===== config.mk =====
export PLATFORM = sky130hd
export DESIGN_NAME = i2c_master_byte_fsm
export DESIGN_NICKNAME = d
export VERILOG_FILES = /design/src/rtl/i2c_master_byte_fsm.sv
export SDC_FILE = /design/constraint.sdc
export NUM_CORES = 1
export LEC_CHECK = 0
export ABC_AREA = 1
export CAP_MARGIN = 30
export CORE_ASPECT_RATIO = 1.1
export CORE_UTILIZATION = 55
export DETAILED_ROUTE_END_ITERATION = 12
export GPL_ROUTABILITY_DRIVEN = 1
export PLACE_DENSITY = 0.92
export SYNTH_ARGS = -nofsm -noshare
export SYNTH_HDL_FRONTEND = slang
export SYNTH_SLANG_ARGS = --single-unit

===== constraint.sdc =====
create_clock -name clk -period 2.35 [get_ports clk]
set_input_delay 0.235 -clock clk [delete_from_list [all_inputs] [get_ports clk]]
set_output_delay 0.235 -clock clk [all_outputs]
set_load 0.02 [all_outputs]

===== src/rtl/i2c_master_byte_fsm.sv =====
// i2c_master_byte_fsm: byte-level I2C master sequencer.
// Steps START/address/data/ACK/STOP on the data_clk phase from the clock generator.
module i2c_master_byte_fsm #(
  parameter int ADDR_W = 7,
  parameter int DATA_W = 8
) (
  input  logic              clk,
  input  logic              rst,
  input  logic              data_clk,
  input  logic              ena,
  input  logic [ADDR_W-1:0] addr,
  input  logic              rw,
  input  logic [DATA_W-1:0] data_wr,
  input  logic              sda_in,
  output logic              sda_drive_low,
  output logic              scl_not_ena,
  output logic              busy,
  output logic [DATA_W-1:0] data_rd,
  output logic              ack_error
);

  localparam int AW    = ADDR_W + 1;
  localparam int DCW   = $clog2(DATA_W);
  localparam int ACW   = $clog2(AW);
  localparam int CNT_W = (DCW > ACW) ? DCW : ACW;

  localparam logic [CNT_W-1:0] CNT_MAX = CNT_W'(DATA_W - 1);
  localparam logic [CNT_W-1:0] CNT_ADR = CNT_W'(ADDR_W);

  typedef enum logic [3:0] {
    READY,
    START,
    COMMAND,
    SLV_ACK1,
    WR,
    RD,
    SLV_ACK2,
    MSTR_ACK,
    STOP
  } state_t;

  state_t            state;
  logic              data_clk_prev;
  logic              sda_int;
  logic              scl_ena;
  logic [CNT_W-1:0]  bit_cnt;
  logic [AW-1:0]     addr_rw;
  logic [DATA_W-1:0] data_tx;
  logic [DATA_W-1:0] data_rx;

  logic             rise;
  logic             fall;
  logic             same;
  logic [CNT_W-1:0] cnt_dec;

  assign rise    = data_clk & ~data_clk_prev;
  assign fall    = ~data_clk & data_clk_prev;
  assign same    = ({addr, rw} == addr_rw);
  assign cnt_dec = bit_cnt - 1'b1;

  // START and STOP hold SDA low while SCL is released high
  assign sda_drive_low = (state == START) || (state == STOP) || !sda_int;
  assign scl_not_ena   = ~scl_ena;

  always_ff @(posedge clk) begin
    if (rst) begin
      state         <= READY;
      data_clk_prev <= 1'b0;
      busy          <= 1'b0;
      sda_int       <= 1'b1;
      scl_ena       <= 1'b0;
      bit_cnt       <= CNT_MAX;
      addr_rw       <= '0;
      data_tx       <= '0;
      data_rx       <= '0;
      data_rd       <= '0;
      ack_error     <= 1'b0;
    end else begin
      data_clk_prev <= data_clk;
      if (rise) begin
        unique case (state)
          READY: begin
            if (ena) begin
              busy      <= 1'b1;
              addr_rw   <= {addr, rw};
              data_tx   <= data_wr;
              ack_error <= 1'b0;
              state     <= START;
            end else begin
              busy <= 1'b0;
            end
          end
          START: begin
            sda_int <= addr_rw[AW-1];
            bit_cnt <= CNT_ADR;
            state   <= COMMAND;
          end
          COMMAND: begin
            if (bit_cnt == '0) begin
              sda_int <= 1'b1;
              bit_cnt <= CNT_MAX;
              state   <= SLV_ACK1;
            end else begin
              bit_cnt <= cnt_dec;
              sda_int <= addr_rw[cnt_dec];
            end
          end
          SLV_ACK1: begin
            if (addr_rw[0]) begin
              sda_int <= 1'b1;
              state   <= RD;
            end else begin
              sda_int <= data_tx[DATA_W-1];
              state   <= WR;
            end
          end
          WR: begin
            if (bit_cnt == '0) begin
              sda_int <= 1'b1;
              bit_cnt <= CNT_MAX;
              busy    <= 1'b0;
              state   <= SLV_ACK2;
            end else begin
              bit_cnt <= cnt_dec;
              sda_int <= data_tx[cnt_dec];
            end
          end
          SLV_ACK2: begin
            if (ena && same) begin
              busy    <= 1'b1;
              data_tx <= data_wr;
              sda_int <= data_wr[DATA_W-1];
              state   <= WR;
            end else begin
              state <= STOP;
            end
          end
          RD: begin
            if (bit_cnt == '0) begin
              data_rd <= data_rx;
              busy    <= 1'b0;
              bit_cnt <= CNT_MAX;
              sda_int <= ~(ena && same);
              state   <= MSTR_ACK;
            end else begin
              bit_cnt <= cnt_dec;
            end
          end
          MSTR_ACK: begin
            if (ena && same) begin
              busy    <= 1'b1;
              sda_int <= 1'b1;
              state   <= RD;
            end else begin
              state <= STOP;
            end
          end
          STOP: begin
            // release even if a master ACK was left on the line
            busy    <= 1'b0;
            sda_int <= 1'b1;
            state   <= READY;
          end
          default: state <= READY;
        endcase
      end else if (fall) begin
        unique case (state)
          START:    scl_ena <= 1'b1;
          STOP:     scl_ena <= 1'b0;
          SLV_ACK1: if (sda_in) ack_error <= 1'b1;
          SLV_ACK2: if (sda_in) ack_error <= 1'b1;
          RD:       data_rx[bit_cnt] <= sda_in;
          default: ;
        endcase
      end
    end
  end

endmodule


==> metrics.cfg <==
[status]
status=finished clean

[detailed_routing]
wl_met2_mm=2.96
drt-met1-wl_mm=2.38
met3WireLength_um=331
vias=2514
wl_mm=5.87
antenna_left=0
drc_errors=0
wl_per_cell_um=12.5
dr.pass1.iters=4
drtIter0Drc=213
top_layer=met4
vias_per_cell=5.35

[clocking]
cts_inserted_buffers=5
cts_resized=0
cts_hold_buf=0
cts_buffer_depth=2
clock_tree.root_cell=clkbuf_8
tritoncts=done
htreeDepth=2
clkLatencyLatePin_ns=0.30
clock_sinks=44
path_clk_slew_ns=0.08
postCtsSetupBuffers=0

[critical_path]
path_class=flop to output port
timing.rr.start=bit_cnt[1]$_SDFFE_PP1P_
startpoint_type=flop
crit_required_ns=2.12
worstReg2RegEnd=sda_int$_SDFFE_PP1P_
crit_path_end=sda_drive_low
critPathLaunch=state[2]$_SDFFE_PP0P_
rr_worst_depth=11
crit_path_end_kind=output port
arrival_ns=1.90
cp_max_fo=8
worst-r2r-setup-slack_ns=0.58

[layout]
final_cell_mix=nand2_1 (85), nor2_1 (47), dfxtp_1 (44)
nNetsFinal=438
fin_area_mm2=0.00296
drive_above_1_share_pct=11.1
final_common_cell=nand2_1
area_growth_pct=19.8
diodes=0

[synthesis]
synth.net_count=403
ys_types=36
synth-edff-count=0
syn_inst=380
synth-seq-cells=44
syn_area_mm2=0.00247
yosys_most_used_dff=dfxtp_1
synth_warnings=0
synth.avg_cell_area_um2=6.50
async_reset_ff_share_pct=0
ys_seq_area_share_pct=35.7

[floorplanning]
start_util_pct=57.2
die_w_um=65.9
pin_count=33
rows=25
die_y_um=72.3
core_mm2=0.00432
dieArea_mm2=0.00476

[power]
peakVddDrop_mv=0.295
leakage_uw=0.00137
p_per_area_mw_per_mm2=577
power_uw=1710

[sta]
setup_viol=0
fmax_mhz=469
clock_skew_ns=0.00512
finalCriticalPeriod_ns=2.13
max_slew_margin_pct=76.4
maxSlewViolCount=0
rsz0062_at_grt=false
final.setup.worst_slack_ns=0.218
tns_ns=0
layout_worst_path_cycle_share_pct=90.7
tightest_slew_ns=0.353
hold_violations=0

[grt]
grt_pass1_wl_mm=10.1
grt_max_degree=22
track_usage_pct=27.8
grt-ovfl-total=0
antenna_found_initial=0
first_global_vias=2425

[placement]
place_ws_ns=0.341
numPortBuffers=32
placed_cell_area_mm2=0.00285
routabilityCongestion=0.944
dpl.hpwl_mm=4.33

[flow_run]
max_cap_violations=0

[worst_hold_path]
hold_path_class=flop to flop

## through the flow
step	utilization, %	hold WS (ns)	instances
detailed placement	66.0	0.441	462
floorplan	-	0.335	380
finish	68.5	0.451	470
global route	68.5	0.467	470
CTS	68.5	0.452	470
global placement	66.0	0.433	462
## Yosys cell counts (2+ instances only)
cell	instances	area share, %
nand2_1	85	13
nor2_1	47	7.1
dfxtp_1	44	36
inv_1	42	6.4
a21oi_1	35	7.1
nand3_1	31	6.3
o21ai_0	15	3.0
inv_2	14	2.1
o21ai_1	11	2.2
o211ai_1	6	1.8
clkbuf_1	5	0.76
nor2_2	4	1.0
nor3_1	4	0.81
nand2_2	3	0.76
nand3_2	3	1.2
nand3b_1	3	0.91
buf_2	2	0.41
buf_4	2	0.61
clkinv_1	2	0.30
ha_1	2	1.0
nor2_4	2	0.91
nor3_2	2	0.81
o311a_1	2	0.81
xnor2_1	2	0.71
## state kept, by name, indices dropped and copies added (netlist names)
signal and cells:
state 4, data_tx 8, addr_rw 8, data_clk_prev 1, sda_int 1, data_rd 8
scl_ena 1, bit_cnt 3, data_rx 8, busy 1, ack_error 1
## layout make-up
class                           instances  area, um2
Fill cell                             368       1360
Sequential cell                        44        881
Inverter                               58        218
Clock inverter                          2       35.0
Timing Repair Buffer                   39        373
Multi-Input combinational cell        267       1310
Tap cell                               54       67.6
Clock buffer                            6       72.6
## per-layer routing
metal  track usage, %  vias up
met3             6.92       19
met5                0        -
met4             15.7        0
li1                 -     1291
met1             30.5     1107
met2             48.2       97
## worst max-delay path, stage by stage, from the launching register on
cell             delay (ns)
dfxtp_1                0.39
nor2_4                 0.25
inv_1                  0.06
nor2_1                 0.18
nor2_1                 0.07
nand2_1                0.06
clkdlybuf4s50_1        0.59
## power by group
part / switching (uW) / total, uW / internal (uW)
clock network: 253 / 569 / 315
logic: 198 / 330 / 132
registers: 27.6 / 807 / 779
## kinds of logic after synthesis
| kind of cell | count (synthesis) | share of synthesized area [%] |
|---|---|---|
| DFF | 44 | 35.7 |
| adders and majority gates | 2 | 1.01 |
| and+or+nand+nor | 188 | 34.4 |
| AOI/OAI and AO/OA | 74 | 16.6 |
| buffers and inverters | 69 | 11.2 |
| xor gates and xnor gates | 3 | 1.06 |
## worst min-delay path by stage
| stage | start | to | cells after the start | slack [ns] |
|---|---|---|---|---|
| finish | data_rx[2]$_SDFFE_PP0P_ | data_rd[2]$_SDFFE_PP0P_ | 2 | 0.45 |
| global route | data_rx[2]$_SDFFE_PP0P_ | data_rd[2]$_SDFFE_PP0P_ | 2 | 0.47 |
| CTS | data_rx[2]$_SDFFE_PP0P_ | data_rd[2]$_SDFFE_PP0P_ | 2 | 0.45 |
| detailed placement | data_rx[2]$_SDFFE_PP0P_ | data_rd[2]$_SDFFE_PP0P_ | 2 | 0.44 |
| global placement | data_rx[2]$_SDFFE_PP0P_ | data_rd[2]$_SDFFE_PP0P_ | 2 | 0.43 |
| floorplan | rst | bit_cnt[0]$_SDFFE_PP1P_ | 2 | 0.33 |
(Power assumes the default switching activity.)
